**config.mk**
```make
export PLATFORM = sky130hd
export DESIGN_NAME = led_driver
export DESIGN_NICKNAME = d
export VERILOG_FILES = /design/src/rtl/led_driver_pkg.sv /design/src/rtl/led_channel.sv /design/src/rtl/led_driver.sv
export SDC_FILE = /design/constraint.sdc
export NUM_CORES = 1
export LEC_CHECK = 0
export ABC_CLOCK_PERIOD_IN_PS = 7800
export CORE_MARGIN = 5
export CORE_UTILIZATION = 65
export DETAILED_ROUTE_END_ITERATION = 10
export GPL_TIMING_DRIVEN = 0
export PLACE_DENSITY = 0.95
export RECOVER_POWER = 25
export REMOVE_ABC_BUFFERS = 1
export SLEW_MARGIN = 40
export SYNTH_ARGS = -nofsm -noshare
export SYNTH_HDL_FRONTEND = slang
export SYNTH_HIERARCHICAL = 1
export SYNTH_SLANG_ARGS = --single-unit
export TNS_END_PERCENT = 30
```
**constraint.sdc**
```tcl
create_clock -name clk50mhz -period 7.8 [get_ports clk50mhz]
set_clock_uncertainty 0.05 [all_clocks]
set_input_delay 0.78 -clock clk50mhz [delete_from_list [all_inputs] [get_ports clk50mhz]]
set_output_delay 0.78 -clock clk50mhz [all_outputs]
set_load 0.02 [all_outputs]
```
**src/rtl/led_driver_pkg.sv**
```systemverilog
// Shared types and constants for the multi-channel LED driver.
package led_driver_pkg;

    typedef enum logic [2:0] {
        MODE_OFF     = 3'd0,
        MODE_ON      = 3'd1,
        MODE_BLINK   = 3'd2,
        MODE_PWM     = 3'd3,
        MODE_BREATHE = 3'd4
    } mode_e;

    localparam int unsigned PERIOD_W = 16;

    // Terminal count of the clock-to-tick prescaler.
    function automatic int unsigned prescale_tc(input int unsigned clk_hz,
                                                input int unsigned tick_hz);
        return (clk_hz / tick_hz) - 1;
    endfunction

endpackage

```
**src/rtl/led_channel.sv**
```systemverilog
// One LED channel: mode/level/period registers, step timing and registered drive.
// BREATHE mode exists only when LED_DRIVER_BREATHE_EN is defined; otherwise mode 4 is OFF.
module led_channel
    import led_driver_pkg::*;
#(
    parameter int unsigned PWM_BITS = 8
) (
    input  logic                clk_i,
    input  logic                rst_i,
    input  logic                tick_i,
    input  logic [PWM_BITS-1:0] pwm_cnt_i,
    input  logic                we_i,
    input  logic [2:0]          cfg_mode_i,
    input  logic [PWM_BITS-1:0] cfg_level_i,
    input  logic [PERIOD_W-1:0] cfg_period_i,
    output logic                led_o
);

    logic [2:0]          mode_q;
    logic [PWM_BITS-1:0] level_q;
    logic [PERIOD_W-1:0] period_q;
    logic [PERIOD_W-1:0] cnt_q;
    logic                phase_q;
    logic                led_q;
    logic                led_d;
    logic [PERIOD_W-1:0] last_cnt;
    logic                step;

    // A period of 0 is run as a period of 1.
    always_comb begin
        last_cnt = (period_q == '0) ? '0 : period_q - PERIOD_W'(1);
        step     = tick_i && (cnt_q == last_cnt);
    end

    always_ff @(posedge clk_i) begin
        if (rst_i) begin
            mode_q   <= MODE_OFF;
            level_q  <= '0;
            period_q <= '0;
            cnt_q    <= '0;
            phase_q  <= 1'b0;
            led_q    <= 1'b0;
        end else begin
            if (we_i) begin
                mode_q   <= cfg_mode_i;
                level_q  <= cfg_level_i;
                period_q <= cfg_period_i;
                cnt_q    <= '0;
                phase_q  <= 1'b0;
            end else begin
                if (tick_i) begin
                    cnt_q <= step ? '0 : cnt_q + PERIOD_W'(1);
                end
                if (step) begin
                    phase_q <= ~phase_q;
                end
            end
            led_q <= led_d;
        end
    end

`ifdef LED_DRIVER_BREATHE_EN
    logic [PWM_BITS-1:0] value_q;
    logic                down_q;

    // Triangle walk 0 -> max -> 0; direction flips on the step that reaches an end.
    always_ff @(posedge clk_i) begin
        if (rst_i || we_i) begin
            value_q <= '0;
            down_q  <= 1'b0;
        end else if (step) begin
            if (down_q) begin
                value_q <= value_q - PWM_BITS'(1);
                if (value_q == PWM_BITS'(1)) begin
                    down_q <= 1'b0;
                end
            end else begin
                value_q <= value_q + PWM_BITS'(1);
                if (value_q == {{(PWM_BITS-1){1'b1}}, 1'b0}) begin
                    down_q <= 1'b1;
                end
            end
        end
    end
`endif

    always_comb begin
        led_d = 1'b0;
        case (mode_q)
            MODE_ON:      led_d = 1'b1;
            MODE_BLINK:   led_d = phase_q;
            MODE_PWM:     led_d = pwm_cnt_i < level_q;
`ifdef LED_DRIVER_BREATHE_EN
            MODE_BREATHE: led_d = pwm_cnt_i < value_q;
`endif
            default:      led_d = 1'b0;
        endcase
    end

    assign led_o = led_q;

endmodule

```
**src/rtl/led_driver.sv**
```systemverilog
// Multi-channel LED driver top: shared tick prescaler, shared PWM counter, cfg_ch decode.
// Optional BREATHE mode is enabled by defining LED_DRIVER_BREATHE_EN.
module led_driver
    import led_driver_pkg::*;
#(
    parameter int unsigned CLK_HZ   = 50_000_000,
    parameter int unsigned TICK_HZ  = 1000,
    parameter int unsigned NCH      = 4,
    parameter int unsigned PWM_BITS = 8
) (
    input  logic                                  clk50mhz,
    input  logic                                  reset,
    input  logic                                  cfg_we,
    input  logic [((NCH > 1) ? $clog2(NCH) : 1)-1:0] cfg_ch,
    input  logic [2:0]                            cfg_mode,
    input  logic [PWM_BITS-1:0]                   cfg_level,
    input  logic [PERIOD_W-1:0]                   cfg_period,
    output logic [NCH-1:0]                        led
);

    localparam int unsigned CH_W  = (NCH > 1) ? $clog2(NCH) : 1;
    localparam int unsigned TC    = prescale_tc(CLK_HZ, TICK_HZ);
    localparam int unsigned PRE_W = (TC > 0) ? $clog2(TC + 1) : 1;

    if (CLK_HZ / TICK_HZ < 2) begin : g_bad_div
        $error("led_driver: CLK_HZ/TICK_HZ must be at least 2");
    end
    if (NCH < 1 || NCH > 16) begin : g_bad_nch
        $error("led_driver: NCH must be in 1..16");
    end

    logic [PRE_W-1:0]    pre_q;
    logic [PWM_BITS-1:0] pwm_q;
    logic                tick;
    logic [NCH-1:0]      we_ch;

    assign tick = (pre_q == PRE_W'(TC));

    always_ff @(posedge clk50mhz) begin
        if (reset) begin
            pre_q <= '0;
            pwm_q <= '0;
        end else begin
            pre_q <= tick ? '0 : pre_q + PRE_W'(1);
            pwm_q <= pwm_q + PWM_BITS'(1);
        end
    end

    // Out-of-range channel numbers match no index and are dropped.
    always_comb begin
        we_ch = '0;
        for (int i = 0; i < NCH; i++) begin
            we_ch[i] = cfg_we && (cfg_ch == CH_W'(i));
        end
    end

    for (genvar g = 0; g < NCH; g++) begin : g_ch
        led_channel #(
            .PWM_BITS (PWM_BITS)
        ) u_ch (
            .clk_i        (clk50mhz),
            .rst_i        (reset),
            .tick_i       (tick),
            .pwm_cnt_i    (pwm_q),
            .we_i         (we_ch[g]),
            .cfg_mode_i   (cfg_mode),
            .cfg_level_i  (cfg_level),
            .cfg_period_i (cfg_period),
            .led_o        (led[g])
        );
    end

endmodule

```
==> load_flow_metrics.sql, run 1 <==
INSERT INTO impl_metrics (metric_group, metric, value, unit) VALUES
('global_routing', 'grt_pass1_vias', '9830', ''),
('run_status', 'failed_checks', 'max-capacitance violations, max-slew violations', ''),
('clocking', 'insertion_delay', '0.50', 'ns'),
('clocking', 'cts.reportedPaths.clkPinSlew', '0.06', 'ns'),
('cells_and_area', 'utilization', '71.9', '%'),
('sta', 'slew_headroom', '-45.7', '%'),
('drt', 'vias_per_cell', '6.30', ''),
('drt', 'via_count', '10000', ''),
('clocking', 'cts_made_buffers', '22', ''),
('die', 'placement_rows', '49', ''),
('die', 'die_w', '144', 'µm'),
('drt', 'drt_first_iter_violations', '796', ''),
('cells_and_area', 'insertedDiodeCount', '0', ''),
('sta', 'final_min_period_over_clock_period', '44.7', '%'),
('critical_path', 'path_max_fanout', '14', ''),
('logic_synthesis', 'netlist_instances', '1348', ''),
('clocking', 'cts_post_setup_buffers_inserted', '0', ''),
('critical_path', 'worst-setup-path-type', 'flop to flop', ''),
('die', 'core_region', '17800', 'µm²'),
('logic_synthesis', 'number_of_warnings_reported_in_the_yosys_synthesis_log', '6', ''),
('cells_and_area', 'flow.area_growth_from_synthesis', '9.28', '%'),
('critical_path', 'endpoint_kind', 'flop', ''),
('worst_hold_path', 'worstHoldPathType', 'flop to flop', ''),
('sta', 'hold_ws', '0.398', 'ns'),
('clocking', 'postCtsResizedCells', '0', ''),
('drt', 'remaining_drc_errors', '0', ''),
('placement', 'place.port_buffers', '35', ''),
('placement', 'dp_worst_setup_slack', '4.41', 'ns'),
('power_and_ir_drop', 'clockPowerShare', '41.6', '%'),
('power_and_ir_drop', 'vdd.ir_drop.worst', '0.000208', 'V'),
('global_routing', 'grt-busiest-layer', 'met2', ''),
('clocking', 'cts_htree_levels', '1', ''),
('cells_and_area', 'n_fill_cell', '1248', ''),
('global_routing', 'grt_pass1_wl', '47100', 'µm'),
('sta', 'finalWorstSetupSlack', '4.31', 'ns'),
('global_routing', 'groute.usage.overall', '27.2', '%'),
('global_routing', 'grt_use_met2', '47.6', '%'),
('placement', 'place_hpwl', '19300', 'µm'),
('power_and_ir_drop', 'netSwitchingPower', '0.691', 'mW'),
('sta', 'report.final.setup_viol', '0', ''),
('power_and_ir_drop', 'power_frac_seq', '42.4', '%'),
('sta', 'min_tclk_post_route', '3.49', 'ns'),
('clocking', 'cts_tree', 'done', ''),
('cells_and_area', 'drive_above_1_share', '7.70', '%'),
('power_and_ir_drop', 'power_frac_comb', '16.0', '%'),
('global_routing', 'maximum_number_of_pins_on_one_net_before_global_route_repair', '81', ''),
('critical_path', 'worst-endpoint-arrival', '3.80', 'ns'),
('die', 'die_h', '144', 'µm'),
('sta', 'drv_slew', '47', ''),
('die', 'initial_utilization', '65.8', '%'),
('drt', 'wl_per_cell', '17.8', 'µm'),
('flow_run', 'cap_violations', '1', ''),
('logic_synthesis', 'synth.ff_latch_count', '204', ''),
('logic_synthesis', 'synth_sequential_area_ratio', '34.8', '%'),
('power_and_ir_drop', 'p_per_area', '201', 'nW/µm²'),
('logic_synthesis', 'synth_edf_count', '0', ''),
('global_routing', 'grt.met3_usage', '4.53', '%'),
('logic_synthesis', 'synthDistinctLibCells', '59', ''),
('sta', 'fmax', '0.287', 'GHz'),
('sta', 'transition_time_at_the_pin_with_the_least_slew_margin', '2.19', 'ns'),
('placement', 'gp_congestion', '0.910', ''),
('clocking', 'cts.root.buffer_cell', 'clkbuf_16', ''),
('logic_synthesis', 'postSynth.asyncResetShare', '0', '%'),
('sta', 'timing_hold_violations_final', '0', ''),
('drt', 'first_pass_iters', '5', ''),
('sta', 'setup-tns-final', '0', 'ns'),
('logic_synthesis', 'synthesis.area_per_instance', '8.71', 'µm²'),
('run_status', 'status', 'finished with violations', ''),
('power_and_ir_drop', 'power_switching_share', '26.8', '%'),
('cells_and_area', 'layout.cells.non_filler', '1592', ''),
('global_routing', 'grt_remaining_overflow', '0', '');
-- Yosys cell counts, types with 9 or more instances --
master | number | share of area, %
and4_1 | 12 | 0.90
o21ai_0 | 28 | 1.2
or3_1 | 20 | 1.1
buf_1 | 16 | 0.51
nor2_1 | 239 | 7.6
a21o_1 | 16 | 1.0
nor3b_1 | 9 | 0.58
a211oi_1 | 12 | 0.77
xor2_1 | 54 | 4.0
inv_1 | 52 | 1.7
buf_6 | 9 | 0.86
mux2i_1 | 112 | 9.6
dfxtp_1 | 204 | 35
ha_1 | 38 | 4.1
nand4_1 | 19 | 1.0
o211ai_1 | 12 | 0.77
xnor2_1 | 66 | 4.9
a21boi_1 | 12 | 0.77
and3_1 | 19 | 1.0
nand2_1 | 52 | 1.7
nor4_1 | 32 | 1.7
o31ai_1 | 12 | 0.77
nand3_1 | 54 | 2.3
nand2b_1 | 16 | 0.85
nor3_1 | 32 | 1.4
buf_2 | 9 | 0.38
clkbuf_1 | 16 | 0.51
a21oi_1 | 28 | 1.2
or4_1 | 9 | 0.58
-- routing by layer --
metal  wire [µm]  share of wire (%)  vias up
met1       11400                 40     4776
met3        1940                6.8       93
li1            -                  -     4795
met2       14000                 49      363
met5           0                  0        -
met4        1080                3.8        0
-- final timing paths --
check        slack [ns]  depth (start not counted)                                   from                             endpoint
max                4.31                          8  g_ch[0].u_ch/period_q[0]$_SDFFE_PP0P_  g_ch[0].u_ch/cnt_q[10]$_SDFFE_PP0P_
min                0.40                          1    g_ch[1].u_ch/mode_q[2]$_SDFFE_PP0P_        g_ch[1].u_ch/led_o$_SDFF_PP0_
max reg2reg        4.31                          8  g_ch[0].u_ch/period_q[0]$_SDFFE_PP0P_  g_ch[0].u_ch/cnt_q[10]$_SDFFE_PP0P_
min reg2reg        0.40                          1    g_ch[1].u_ch/mode_q[2]$_SDFFE_PP0P_        g_ch[1].u_ch/led_o$_SDFF_PP0_
-- metrics by stage --
step	area [µm²]	power, mW
2_1_floorplan	11300	1.40
3_3_place_gp	11900	1.50
3_5_place_dp	12100	1.51
4_1_cts	12800	2.59
5_1_grt	12800	2.69
6_report	12800	2.58
-- power by group through the flow --
stage / sequential, mW / combinational, mW / clock [mW]
floorplan: 1.11 / 0.294 / 0
global route: 1.10 / 0.449 / 1.14
finish: 1.10 / 0.413 / 1.07
detailed placement: 1.12 / 0.398 / 0
global placement: 1.11 / 0.383 / 0
CTS: 1.09 / 0.407 / 1.09
-- sequential cells by signal, indices dropped and copies added (netlist names) --
name,cells
g_ch.u_ch/cnt_q,64
g_ch.u_ch/period_q,64
g_ch.u_ch/level_q,32
pre_q,16
g_ch.u_ch/mode_q,12
pwm_q,8
g_ch.u_ch/led_o,4
g_ch.u_ch/phase_q,4
-- critical path, stage by stage, from the launching register on --
cell	delay, ns
dfxtp_1	0.36
or4_1	0.69
or4_1	0.56
o21a_1	0.25
or3_1	0.37
a211oi_2	0.23
nand4_2	0.21
o21ai_2	0.51
nor2_1	0.11
-- logic make-up after synthesis --
family | count (synthesis) | share of synthesized area (%)
simple gates | 575 | 25.7
mux | 116 | 9.94
compound gates | 172 | 10.9
xor+xnor | 120 | 8.96
fa+ha+maj | 38 | 4.05
buf+inv | 123 | 5.73
flops | 204 | 34.8
-- cell usage in the layout, fill, tap and decap left out, types with 23 or more instances in the layout --
cell type and n:
nor2_1 238, dfxtp_1 204, mux2i_1 112, xnor2_1 66
nand3_1 54, xor2_1 54, nand2_1 52, inv_1 52
ha_1 38, clkdlybuf4s50_1 34, nor4_1 32, nor3_1 32
a21oi_1 28, o21ai_0 28, clkbuf_16 23
-- cell type report --
type / instances / area, µm² / share of cell area, %
multi-input cells: 1021 / 7010 / 54.6
flip-flops and latches: 204 / 4080 / 31.8
clock buffers: 31 / 656 / 5.11
repair buffers: 47 / 502 / 3.91
well taps: 229 / 287 / 2.23
inverters: 52 / 195 / 1.52
clock inverters: 8 / 95.1 / 0.742
Power figures use the tool's default switching activity.
==> run 2, diff against run 1 <==
--- a/config.mk
+++ b/config.mk
@@ -5,12 +5,12 @@
 export SDC_FILE = /design/constraint.sdc
 export NUM_CORES = 1
 export LEC_CHECK = 0
-export ABC_CLOCK_PERIOD_IN_PS = 7800
+export ABC_CLOCK_PERIOD_IN_PS = 3300
 export CORE_MARGIN = 5
-export CORE_UTILIZATION = 65
+export CORE_UTILIZATION = 62
 export DETAILED_ROUTE_END_ITERATION = 10
 export GPL_TIMING_DRIVEN = 0
-export PLACE_DENSITY = 0.95
+export PLACE_DENSITY = 0.92
 export RECOVER_POWER = 25
 export REMOVE_ABC_BUFFERS = 1
 export SLEW_MARGIN = 40
==> constraint.sdc (replaced) <==
create_clock -name clk50mhz -period 3.3 [get_ports clk50mhz]
set_clock_uncertainty 0.05 [all_clocks]
set_input_delay 0.33 -clock clk50mhz [delete_from_list [all_inputs] [get_ports clk50mhz]]
set_output_delay 0.33 -clock clk50mhz [all_outputs]
set_load 0.02 [all_outputs]
==> load_flow_metrics.sql, run 2 (same netlist as run 1, synthesis figures left out) <==
INSERT INTO impl_metrics (metric_group, metric, value, unit) VALUES
('die', 'initial_utilization', '62.9', '%'),
('die', 'placement_rows', '50', ''),
('clocking', 'cts_made_buffers', '22', ''),
('critical_path', 'worst-setup-path-type', 'flop to flop', ''),
('clocking', 'cts.root.buffer_cell', 'clkbuf_16', ''),
('flow_run', 'cap_violations', '1', ''),
('critical_path', 'endpoint_kind', 'flop', ''),
('placement', 'place.port_buffers', '35', ''),
('global_routing', 'grt.met3_usage', '4.69', '%'),
('critical_path', 'path_max_fanout', '8', ''),
('critical_path', 'worst-endpoint-arrival', '3.62', 'ns'),
('power_and_ir_drop', 'p_per_area', '475', 'nW/µm²'),
('sta', 'setup-tns-final', '0', 'ns'),
('global_routing', 'number_of_antenna_violations_at_the_first_check_in_global_routing', '0', ''),
('cells_and_area', 'insertedDiodeCount', '0', ''),
('sta', 'min_tclk_post_route', '3.22', 'ns'),
('cells_and_area', 'most_common_cell_after_layout_fill_and_taps_aside', 'nor2_1', ''),
('placement', 'post_dp_cell_area', '12100', 'µm²'),
('run_status', 'failed_checks', 'max-capacitance violations, max-slew violations', ''),
('drt', 'detail_route.wirelength', '30300', 'µm'),
('cells_and_area', 'drive_above_1_share', '9.80', '%'),
('cells_and_area', 'flow.area_growth_from_synthesis', '11.9', '%'),
('drt', 'first_pass_iters', '6', ''),
('global_routing', 'groute.usage.overall', '26.1', '%'),
('critical_path', 'cp_slowest_cell', 'or4_1', ''),
('critical_path', 'worst_path_largest_cell_delay', '0.70', 'ns'),
('sta', 'transition_time_at_the_pin_with_the_least_slew_margin', '2.78', 'ns'),
('global_routing', 'grt_pass1_vias', '10100', ''),
('critical_path', 'crit_path_frequent_cell', 'or3_1', ''),
('critical_path', 'worstSetupStartpointType', 'flop', ''),
('clocking', 'clock_sinks', '204', ''),
('drt', 'via_count', '10400', ''),
('cells_and_area', 'nets', '1432', ''),
('placement', 'gp_congestion', '0.905', ''),
('die', 'die_h', '148', 'µm'),
('global_routing', 'grt_remaining_overflow', '0', ''),
('drt', 'detail-route-antenna-nets', '0', ''),
('critical_path', 'timing.critical_path.required', '3.70', 'ns'),
('sta', 'timing_hold_violations_final', '0', ''),
('power_and_ir_drop', 'vdd.ir_drop.worst', '0.000445', 'V'),
('cells_and_area', 'fin_area', '13100', 'µm²'),
('worst_hold_path', 'worstHoldPathType', 'flop to flop', ''),
('global_routing', 'grt_use_met2', '44.8', '%'),
('clocking', 'cts.reportedPaths.clkPinSlew', '0.06', 'ns'),
('global_routing', 'grt_pass1_wl', '48300', 'µm'),
('global_routing', 'grt-busiest-layer', 'met2', ''),
('global_routing', 'use_met1', '31.3', '%'),
('drt', 'vias_per_cell', '6.44', ''),
('cells_and_area', 'final_cell_mix', 'nor2_1, dfxtp_1, mux2i_1', ''),
('placement', 'place_hpwl', '18900', 'µm'),
('drt', 'drt_first_iter_violations', '867', ''),
('cells_and_area', 'layout_top_registers', 'g_ch.u_ch/cnt_q (64), g_ch.u_ch/period_q (64), g_ch.u_ch/level_q (32)', ''),
('placement', 'dp_cells', '1558', ''),
('clocking', 'buffer_levels_on_the_longest_clock_path', '3', ''),
('cells_and_area', 'layout.cells.non_filler', '1612', ''),
('drt', 'wl_per_cell', '18.8', 'µm'),
('critical_path', 'crit_path_cell_trace', 'or4_1 > or4_4 > o21a_1 > or3_1 > a211oi_2 > nand4_4 > or3_1 > a21boi_1', ''),
('sta', 'report.final.setup_viol', '0', ''),
('run_status', 'status', 'finished with violations', ''),
('clocking', 'postCtsHoldBufs', '0', ''),
('sta', 'fmax', '0.311', 'GHz'),
('drt', 'remaining_drc_errors', '0', ''),
('clocking', 'cts_tree', 'done', ''),
('sta', 'drv_slew', '64', ''),
('die', 'die_w', '148', 'µm'),
('cells_and_area', 'n_fill_cell', '1244', ''),
('die', 'design.portCount', '36', ''),
('sta', 'rsz0062_at_grt', 'yes', ''),
('global_routing', 'maximum_number_of_pins_on_one_net_before_global_route_repair', '65', ''),
('power_and_ir_drop', 'total_leakage_power', '4.68', 'nW'),
('clocking', 'insertion_delay', '0.52', 'ns'),
('sta', 'final_min_period_over_clock_period', '97.5', '%'),
('die', 'dieArea', '21800', 'µm²'),
('clocking', 'cts_htree_levels', '1', ''),
('sta', 'slew_headroom', '-85.3', '%'),
('die', 'core_region', '18600', 'µm²');
==> run 2: cell types whose count changed in the layout (fill, tap and decap cells not counted), sizes merged <==
cell / change
buf: +14
bufinv: +1
clkbuf: -4
clkinv: +5
clkinvlp: -1
==> run 2: layout make-up <==
class,instances,area (µm²),share of cell area (%)
Clock inverter,13,158,1.20
Sequential cell,204,4090,31.1
Clock buffer,27,589,4.49
Timing Repair Buffer,61,656,4.99
Tap cell,234,293,2.23
Multi-Input combinational cell,1021,7150,54.5
Inverter,52,195,1.49
==> run 2: final timing paths <==
kind                                          from                                end  slack [ns]  depth (start not counted)
min reg2reg    g_ch[3].u_ch/mode_q[2]$_SDFFE_PP0P_      g_ch[3].u_ch/led_o$_SDFF_PP0_        0.39                          1
max reg2reg  g_ch[0].u_ch/period_q[0]$_SDFFE_PP0P_  g_ch[0].u_ch/phase_q$_SDFFE_PP0P_        0.08                          8
max          g_ch[0].u_ch/period_q[0]$_SDFFE_PP0P_  g_ch[0].u_ch/phase_q$_SDFFE_PP0P_        0.08                          8
min            g_ch[3].u_ch/mode_q[2]$_SDFFE_PP0P_      g_ch[3].u_ch/led_o$_SDFF_PP0_        0.39                          1
==> run 2: per-layer routing <==
layer	up-vias	wire, µm
met5	-	0
met4	0	1640
met3	156	2310
met2	488	14800
met1	4923	11500
li1	4815	-
==> run 2: power by group <==
group | total [mW] | internal [mW] | switching (mW)
clock | 2.56 | 1.51 | 1.05
sequential | 2.59 | 2.52 | 0.0773
combinational | 1.08 | 0.473 | 0.610
total | 6.24 | 4.50 | 1.74
==> run 2: worst max-delay path: cells and delay by family (launching register included) <==
| kind | cells | cell delay (ns) |
|---|---|---|
| AND/OR/NAND/NOR | 5 | 2.11 |
| AO/OA/AOI/OAI | 3 | 0.62 |
| flip-flops | 1 | 0.37 |
==> run 2: what timing repair did <==
action / 4_1_cts / 5_1_grt
pin swaps: 2 / 13
setup endpoints to repair: 56 / 68
buffers inserted: 2 / 12
resized for setup: 5 / 25
==> run 2: through the flow <==
stage | util, % | power, mW | hold slack [ns] | setup WS (ns)
6_report | 70.4 | 6.24 | 0.386 | 0.0821
3_3_place_gp | 63.8 | 3.54 | 0.358 | -2.86
4_1_cts | 69.2 | 6.14 | 0.168 | 0.0138
5_1_grt | 70.4 | 6.46 | 0.418 | -0.0818
2_1_floorplan | - | 3.32 | 0.345 | -0.916
3_5_place_dp | 64.8 | 3.58 | 0.371 | -0.136
